<file path="config.mk">
export PLATFORM = sky130hd
export DESIGN_NAME = tt_um_wave_source
export DESIGN_NICKNAME = d
export VERILOG_FILES = /design/src/rtl/tt_um_wave_source.sv
export SDC_FILE = /design/constraint.sdc
export NUM_CORES = 1
export LEC_CHECK = 0
export ABC_AREA = 1
export CAP_MARGIN = 20
export CORE_MARGIN = 4
export CORE_UTILIZATION = 53
export DETAILED_ROUTE_END_ITERATION = 16
export PLACE_DENSITY = 0.89
export SYNTH_ARGS = -nofsm -noshare
export SYNTH_HDL_FRONTEND = slang
export SYNTH_SLANG_ARGS = --single-unit
export TNS_END_PERCENT = 10
</file>
<file path="constraint.sdc">
create_clock -name clk -period 4.3 [get_ports clk]
set_input_delay 1.29 -clock clk [delete_from_list [all_inputs] [get_ports clk]]
set_output_delay 1.29 -clock clk [all_outputs]
set_load 0.05 [all_outputs]
</file>
<file path="src/rtl/tt_um_wave_source.sv">
// rtl/tt_um_wave_source.sv - prescaled ramp/triangle/square/noise sample source
// Optional LFSR noise on SEL=3 when WAVE_SOURCE_NOISE_EN is defined, else constant 0x80.
module tt_um_wave_source (
  input  logic       clk,
  input  logic       rst_n,
  input  logic       ena,
  input  logic [7:0] ui_in,
  output logic [7:0] uo_out,
  input  logic [7:0] uio_in,
  output logic [7:0] uio_out,
  output logic [7:0] uio_oe
);

  typedef enum logic {IDLE, RUN} state_t;

  state_t     state;
  logic [3:0] pc;
  logic [7:0] phase;
  logic [7:0] sample;
  logic       strobe;
  logic       wrap;
  logic [5:0] count;
  logic       run_en;
  logic       tick;
  logic       entry;
  logic [7:0] wave;
  logic       unused_bits;

  assign run_en = ui_in[7] & ena;
  assign entry  = (state == IDLE) && run_en;
  // A cycle leaving RUN never ticks; the same edge performs the exit clearing.
  assign tick   = (state == RUN) && run_en && (pc >= ui_in[5:2]);

`ifdef WAVE_SOURCE_NOISE_EN
  logic [7:0] lfsr;

  always_ff @(posedge clk or negedge rst_n) begin
    if (!rst_n)
      lfsr <= 8'hA5;
    else if (entry)
      lfsr <= 8'hA5;
    else if (tick)
      lfsr <= {lfsr[6:0], lfsr[7] ^ lfsr[5] ^ lfsr[4] ^ lfsr[3]};
  end
`endif

  always_comb begin
    wave = phase;
    case (ui_in[1:0])
      2'd0: wave = phase;
      2'd1: wave = phase[7] ? ~{phase[6:0], 1'b0} : {phase[6:0], 1'b0};
      2'd2: wave = phase[7] ? 8'hFF : 8'h00;
`ifdef WAVE_SOURCE_NOISE_EN
      default: wave = lfsr;
`else
      default: wave = 8'h80;
`endif
    endcase
  end

  always_ff @(posedge clk or negedge rst_n) begin
    if (!rst_n) begin
      state  <= IDLE;
      pc     <= 4'd0;
      phase  <= 8'd0;
      sample <= 8'd0;
      strobe <= 1'b0;
      wrap   <= 1'b0;
      count  <= 6'd0;
    end else begin
      case (state)
        IDLE: begin
          pc     <= 4'd0;
          phase  <= 8'd0;
          strobe <= 1'b0;
          wrap   <= 1'b0;
          if (run_en)
            state <= RUN;
        end
        RUN: begin
          if (!run_en) begin
            state  <= IDLE;
            pc     <= 4'd0;
            phase  <= 8'd0;
            strobe <= 1'b0;
            wrap   <= 1'b0;
          end else if (tick) begin
            pc     <= 4'd0;
            sample <= wave;
            phase  <= phase + 8'd1;
            strobe <= 1'b1;
            wrap   <= (phase == 8'hFF);
            count  <= count + 6'd1;
          end else begin
            pc     <= pc + 4'd1;
            strobe <= 1'b0;
            wrap   <= 1'b0;
          end
        end
        default: state <= IDLE;
      endcase
    end
  end

  assign uo_out      = {count, wrap, strobe};
  assign uio_out     = sample;
  assign uio_oe      = 8'hFF;
  assign unused_bits = ^{uio_in, ui_in[6]};

endmodule
</file>
* Word level (Yosys, flattened, before mapping)
Index checks and enable logic that the tools add are counted.
Word-level totals: logic and storage cells 38, flip-flop bits (word level) 29, output and inout port bits 24
Operators by class: order comparisons 1, reductions and logical operators 4, bitwise logic cells 3, add/subtract/negate cells 3, muxes and demuxes 16, eq/ne operators 4
Operators by type and width (count):
- 8-bit 2-to-1 mux | 4
- 8-bit one-hot mux with 3 select lines | 1
- 8-bit one-hot mux with 2 select lines | 1
- 8-bit by 1-bit adder with 8-bit output (second input constant) | 1
- 8-bit equality test (second input constant) | 1
- 4-bit 2-to-1 mux | 2
- 8-bit NOT | 1
- 4-bit one-hot mux with 2 select lines | 1
- 6-bit by 1-bit adder with 6-bit output (second input constant) | 1
- 1-bit 2-to-1 mux | 5
- 4-bit by 1-bit adder with 4-bit output (second input constant) | 1
- 4-bit >= comparator | 1
- 1-bit one-hot mux with 2 select lines | 2
- 3-bit by 2-bit != test with 1-bit output (second input constant) | 1
- 3-bit AND reduction | 1
- 2-bit by 1-bit equality test with 1-bit output (second input constant) | 1
- 2-bit equality test (second input constant) | 1
- 1-bit logical AND | 2
- 2-bit logical NOT | 1
- 1-bit bitwise AND | 1
- 1-bit NOT | 1

* Depth between registers and ports, before layout
Gate-level depths: netlist of the first run.
depth after elaboration 6, gate-level depth with buffers 12, mapped depth without buffers 11

* Least setup slack after synthesis of the first run
No wires, ideal clock.
path type input-to-reg, start in ui_in[5], end reg count[5], cell stages on the path 9, slack 1.895 ns, data arrival time 2.287 ns, cell sequence inv_1 ha_1 a21oi_2 nand3_4 nand2_4 inv_4 buf_6 nand2_1 nand2_1
Between the ends: cells in the longest elaborated chain, start to end 3
Ends and longest elaborated chain:
- from (decl) | line 7 | input logic [7:0] ui_in,
- 4-bit >= comparator | line 32 | assign tick = (state == RUN) && run_en && (pc >= ui_in[5:2]);
- 1-bit logical AND | line 32
- 3-bit AND reduction (no line)
- to (signal assigned) | line 93 | count <= count + 6'd1;
- to (decl) | line 22 | logic [5:0] count;
No other way between the ends. A chain may end at the register's enable or synchronous reset.

* Worst setup path after layout of the first run
start reg count[0], end out uo_out[2]
RTL lines:
- to (decl) | line 8 | output logic [7:0] uo_out,
No word-level cell between the ends.

==> results of run 1 <==
## path summary, 6_finish.rpt
check | start | end | cells after the start
worst max-delay path | count[0] | uo_out[2] | 1
worst min-delay path | uio_out[3] | uio_out[3] | 2
worst max register to register | pc[3] | count[5] | 7
worst min register to register | uio_out[3] | uio_out[3] | 2
max in group asynchronous | rst_n | uio_out[3] | 2
min in group asynchronous | rst_n | count[5] | 2
## final cells by class
type,count,area (um^2),share of cell area (%)
multi-input combinational,146,831,41.4
sequential,29,726,36.2
timing repair buffer,26,258,12.9
inverter,17,66.3,3.31
clock buffer,7,65.1,3.24
tap,44,55.1,2.74
clock inverter,1,5.00,0.250
## cells in the final DEF, fill, tap and decap left out, types with 4 or more instances in the layout
cell type and count:
dfrtp_1 29, ha_1 8, a21oi_1 4, nand3_1 8
conb_1 8, clkdlybuf4s50_1 25, xnor2_1 11, clkbuf_4 5
o21ai_1 6, inv_1 12, o211ai_1 6, nor2_1 12
inv_2 4, xor2_1 4, nand2_1 64
## synthesized netlist by cell type
library cell and instances:
nor2_1 12, nand2_4 1, nand3_4 2, buf_6 2, dfrtp_1 29, nor3_2 1
nor2_4 1, nand3_1 8, or2_0 1, o22ai_1 1, buf_2 3, inv_4 1
inv_1 12, buf_4 11, a21oi_1 4, a21oi_2 1, o21ai_1 6, inv_2 4
nand4_2 1, nor2_2 2, xnor2_1 11, ha_1 8, xnor2_2 1, o211ai_1 6
nand4_1 1, nand2_1 64, xor2_1 4, conb_1 1, nand2_2 2
## cell families (layout without fill, tap and decap cells)
kind of cell    after synthesis  in the layout  share of synthesized area [%]
other cells                   1              8                          0.218
xor+xnor                     16             16                           8.60
flops                        29             29                           42.3
buf+inv                      33             51                           10.9
compound gates               18             18                           6.41
simple gates                 96             96                           25.8
fa+ha+maj                     8              8                           5.83
## power by group
group	switching [mW]	total [mW]	internal (mW)
sequential	0.0111	0.292	0.281
combinational	0.0707	0.105	0.0344
clock	0.0920	0.187	0.0946
## state kept, by name, indices dropped and copies added (netlist names)
name	count
phase	8
uio_out	8
count	6
pc	4
state	1
strobe	1
wrap	1
## stage by stage
stage / setup slack [ns] / std cells / hold WS, ns / power (mW) / instance area [um^2]
after floorplan: 1.89 / 208 / 0.454 / 0.371 / 1740
after global placement: 1.23 / 262 / 0.461 / 0.400 / 1940
after detailed placement: 1.20 / 262 / 0.464 / 0.403 / 1940
after CTS: 1.34 / 270 / 0.487 / 0.592 / 2010
after global routing: 1.30 / 270 / 0.509 / 0.615 / 2010
final: 1.36 / 270 / 0.481 / 0.584 / 2010
## routing by layer
metal | wire length, um | share of wire [%] | track usage (%) | vias up
li1 | - | - | - | 667
met1 | 1300 | 44 | 18.8 | 615
met2 | 1480 | 50 | 29.4 | 23
met3 | 140 | 4.7 | 4.16 | 6
met4 | 61 | 2.0 | 7.12 | 0
met5 | 0 | 0 | 0 | -
==> impl_metrics.toml, run 1 <==
[synthesis]
synth.yosys.seq_area_share_pct = 42.3
netlist.area_leader.share_pct = 42.3
ys_top_cells_by_area = "dfrtp_1 42%, nand2_1 14%, ha_1 5.8%"
synth_top_area_cell = "dfrtp_1"
mappedNetlistArea_um2 = 1720
syn_inst = 201
synthesis.area_per_instance_um2 = 8.54
register_bit_count_reported_by_yosys = 29
synthesis.yosys.warnings = 0
ys_types = 29

[timing]
worstMarginPinSlew_ns = 0.507
timing_max_transition_violations_final = 0
final_clock_period_utilization_by_the_worst_path_pct = 68.4
clock-skew-final_ns = 0.00937
timing.setup.tns_ns = 0
timing.max_slew.rel_slack_pct = 66.1
max_freq_mhz = 340
report.final.hold_viol_count = 0
final-setup-viol-count = 0
period_needed_ns = 2.94
rsz0062_at_grt = "no"

[floorplanning]
floorplan.io_pins = 43
floorplan.die.height_um = 64.9
dieWidth_um = 64.9
floorplan.die_area_um2 = 4210
floorplan.core_area_um2 = 3080
fp-row-count = 20
initial_core_util_pct = 55.8

[final_layout]
n_antenna_cell = 0
post_route_cells_drive_above_1_share_pct = 11.5
num-fill-cells = 262
synthToLayoutAreaGrowth_pct = 16.8
net_count_of_the_finished_layout = 252
post-route-util_pct = 65.2

[drt]
drtIter0Drc = 58
ant_nets = 0
detail_route.first_pass.iterations = 4
avgViaCountPerCell = 4.86
number_of_remaining_drc_errors = 0
routed-via-count = 1311
detail_route.wirelength_um = 2980
post_drt_wl_per_cell_um = 11.1

[clock_network]
h_tree_levels = 2
cts.reportedPaths.clkPinSlew_ns = 0.09
numClockSinks = 29
clock_tree.root_cell = "clkbuf_4"
post-cts-setup-buffers = 0
number_of_buffers_added_by_the_clock_tree_synthesis_step = 5
cts_repair_resize_count = 0
worstSkewPairLatency_ns = 0.33
tritoncts = "built"
hold_buffers = 0
clock_path_buffers = 2

[grt]
grt_first_pass_wirelength_um = 5420
grt_overflow = 0
grt_start_max_net_pins = 30
antenna_found_initial = 0
grt.total_usage_pct = 16.6
grt_pass1_vias = 1241

[placement]
place.port_buffers = 25
gpl.final_weighted_congestion = 0.817
hpwl_um = 2230

[min_path]
holdCritPathClass = "flip-flop to flip-flop"

[critical_path]
critPathSlowestCell = "clkdlybuf4s50_1"
buffering_stage_count_on_the_worst_path_with_inverters_included = 1
critical-path-max-stage-delay_ns = 0.85
critical_path_required_ns = 3.01
critical_path.cell_chain = "clkdlybuf4s50_1"
arrival_ns = 1.65
kind_of_critical_path = "flip-flop to output port"
crit_family = "buffers and inverters"
rrSetupSlack_ns = 2.60
cp-end-kind = "output port"
crit_path_start_kind = "flip-flop"
critPathMaxFanout = 5

[outcome]
run_status = "completed"

[run]
drv_cap = 0

[pwr]
power_density_relative_to_cell_area_nw_per_um2 = 291
power.leakage_nw = 0.944
worst_ir_drop_vdd_v = 0.000235
No activity file was read; power rests on OpenSTA's default activity.
==> inputs of run 2 (changes only) <==
--- a/config.mk
+++ b/config.mk
@@ -8,9 +8,9 @@
 export ABC_AREA = 1
 export CAP_MARGIN = 20
 export CORE_MARGIN = 4
-export CORE_UTILIZATION = 53
+export CORE_UTILIZATION = 44
 export DETAILED_ROUTE_END_ITERATION = 16
-export PLACE_DENSITY = 0.89
+export PLACE_DENSITY = 0.8
 export SYNTH_ARGS = -nofsm -noshare
 export SYNTH_HDL_FRONTEND = slang
 export SYNTH_SLANG_ARGS = --single-unit
==> constraint.sdc (replaced) <==
create_clock -name clk -period 2.6 [get_ports clk]
set_input_delay 0.78 -clock clk [delete_from_list [all_inputs] [get_ports clk]]
set_output_delay 0.78 -clock clk [all_outputs]
set_load 0.05 [all_outputs]
==> run 2 against run 1 <==
Hold slack got worse by 0.0071 ns. Sequential cell count unchanged. Non-clock buffer count increased by 3. Critical path type unchanged. Critical endpoint unchanged. Largest power group unchanged.
==> impl_metrics.toml, run 2 (synthesized netlist as in run 1, its figures left out) <==
[timing]
timing.setup.tns_ns = 0
report.final.hold_viol_count = 0
worstMarginPinSlew_ns = 0.500
worst_slack_ns = 0.243
final_clock_period_utilization_by_the_worst_path_pct = 90.7
timing.max_slew.rel_slack_pct = 66.6
timing_max_transition_violations_final = 0
clock-skew-final_ns = 0.00625
rsz0062_at_grt = "no"
period_needed_ns = 2.36
final-setup-viol-count = 0
max_freq_mhz = 424

[floorplanning]
floorplan.die_area_um2 = 4960
floorplan.core_area_um2 = 3720
dieWidth_um = 70.5
floorplan.io_pins = 43
fp-row-count = 22
floorplan.die.height_um = 70.5
initial_core_util_pct = 46.2

[critical_path]
arrival_ns = 1.58
crit_cells = 1
critical-path-max-stage-delay_ns = 0.85
r2r.worst_path.cells = 8
cp-end-kind = "output port"
kind_of_critical_path = "flip-flop to output port"
crit_path_start_kind = "flip-flop"
critical_path_required_ns = 1.82
buffering_stage_count_on_the_worst_path_with_inverters_included = 1
crit_family = "buffers and inverters"
critPathMaxFanout = 5
critical_path.cell_chain = "clkdlybuf4s50_1"
critPathSlowestCell = "clkdlybuf4s50_1"

[clock_network]
clock_tree.root_cell = "clkbuf_8"
number_of_buffers_added_by_the_clock_tree_synthesis_step = 5
numClockSinks = 29
post-cts-setup-buffers = 0
clock_path_buffers = 2
h_tree_levels = 2
tritoncts = "built"
worstSkewPairLatency_ns = 0.28
hold_buffers = 0
cts_repair_resize_count = 0
cts.reportedPaths.clkPinSlew_ns = 0.06

[drt]
detail_route.first_pass.iterations = 4
ant_nets = 0
detail_route.wirelength_um = 3080
post_drt_wl_per_cell_um = 11.1
routed-via-count = 1276
number_of_remaining_drc_errors = 0
drtIter0Drc = 84
avgViaCountPerCell = 4.61

[grt]
grt_first_pass_wirelength_um = 5270
antenna_found_initial = 0
grt.total_usage_pct = 13.4
grt_pass1_vias = 1262
grt_start_max_net_pins = 30
grt_overflow = 0

[min_path]
hold_depth = 2
holdCritPathClass = "flip-flop to flip-flop"

[pwr]
worst_ir_drop_vdd_v = 0.000183
power.leakage_nw = 0.960
power_density_relative_to_cell_area_nw_per_um2 = 491
total_power_mw = 1.00

[final_layout]
synthToLayoutAreaGrowth_pct = 19.2
final_common_cell = "nand2_1"
final-instance-count-excl-fill = 277
net_count_of_the_finished_layout = 255
final_area_um2 = 2050
post_route_cells_drive_above_1_share_pct = 12.2
n_antenna_cell = 0
num-fill-cells = 343
most-common-layout-cells = "64 x nand2_1, 29 x dfrtp_1, 25 x clkdlybuf4s50_1, 12 x inv_1, 12 x nor2_1"

[placement]
dp_slack_ns = 0.162
gpl.final_weighted_congestion = 0.751
dpl.cell_count = 269
place.port_buffers = 25
hpwl_um = 2340
dpl_cell_area_um2 = 1960

[outcome]
run_status = "completed"

[run]
drv_cap = 0
-- run 2: worst paths after layout --
| kind | end | startpoint | slack [ns] |
|---|---|---|---|
| worst max-delay path | uo_out[2] | count[0] | 0.24 |
| worst min register to register | uio_out[0] | uio_out[0] | 0.47 |
| worst min-delay path | uio_out[0] | uio_out[0] | 0.47 |
| min in group asynchronous | uio_out[0] | rst_n | 0.88 |
| worst max register to register | count[0] | pc[3] | 1.03 |
| max in group asynchronous | phase[7] | rst_n | 1.45 |
-- run 2: area by class of cell --
type	instances	area, um^2	area share [%]
tap	48	60.1	2.94
clock buffer	6	72.6	3.55
timing repair buffer	29	280	13.7
sequential	29	726	35.5
clock inverter	2	10.0	0.489
inverter	17	66.3	3.24
multi-input combinational	146	831	40.6
-- run 2: metrics by stage --
step                      utilization [%]  hold WS [ns]
final                                55.1         0.474
after global routing                 55.1         0.496
after CTS                            55.1         0.482
after detailed placement             52.8         0.466
after global placement               52.8         0.461
after floorplan                         -         0.454
-- run 2: where the power goes --
part / total (mW) / leakage, nW / internal (mW) / switching (mW)
Combinational: 0.172 / 0.514 / 0.0569 / 0.115
Sequential: 0.484 / 0.401 / 0.466 / 0.0177
Clock: 0.349 / 0.0450 / 0.185 / 0.164
Total: 1.00 / 0.960 / 0.707 / 0.296
-- run 2: layer usage --
layer  wire (um)  track usage, %  vias to the layer above  part of all wire [%]
met4          61            7.23                        0                   2.0
met2        1580            23.9                       21                    51
met3         123            3.88                        6                   4.0
met5           0               0                        -                     0
met1        1320            13.9                      584                    43
li1            -               -                      665                     -
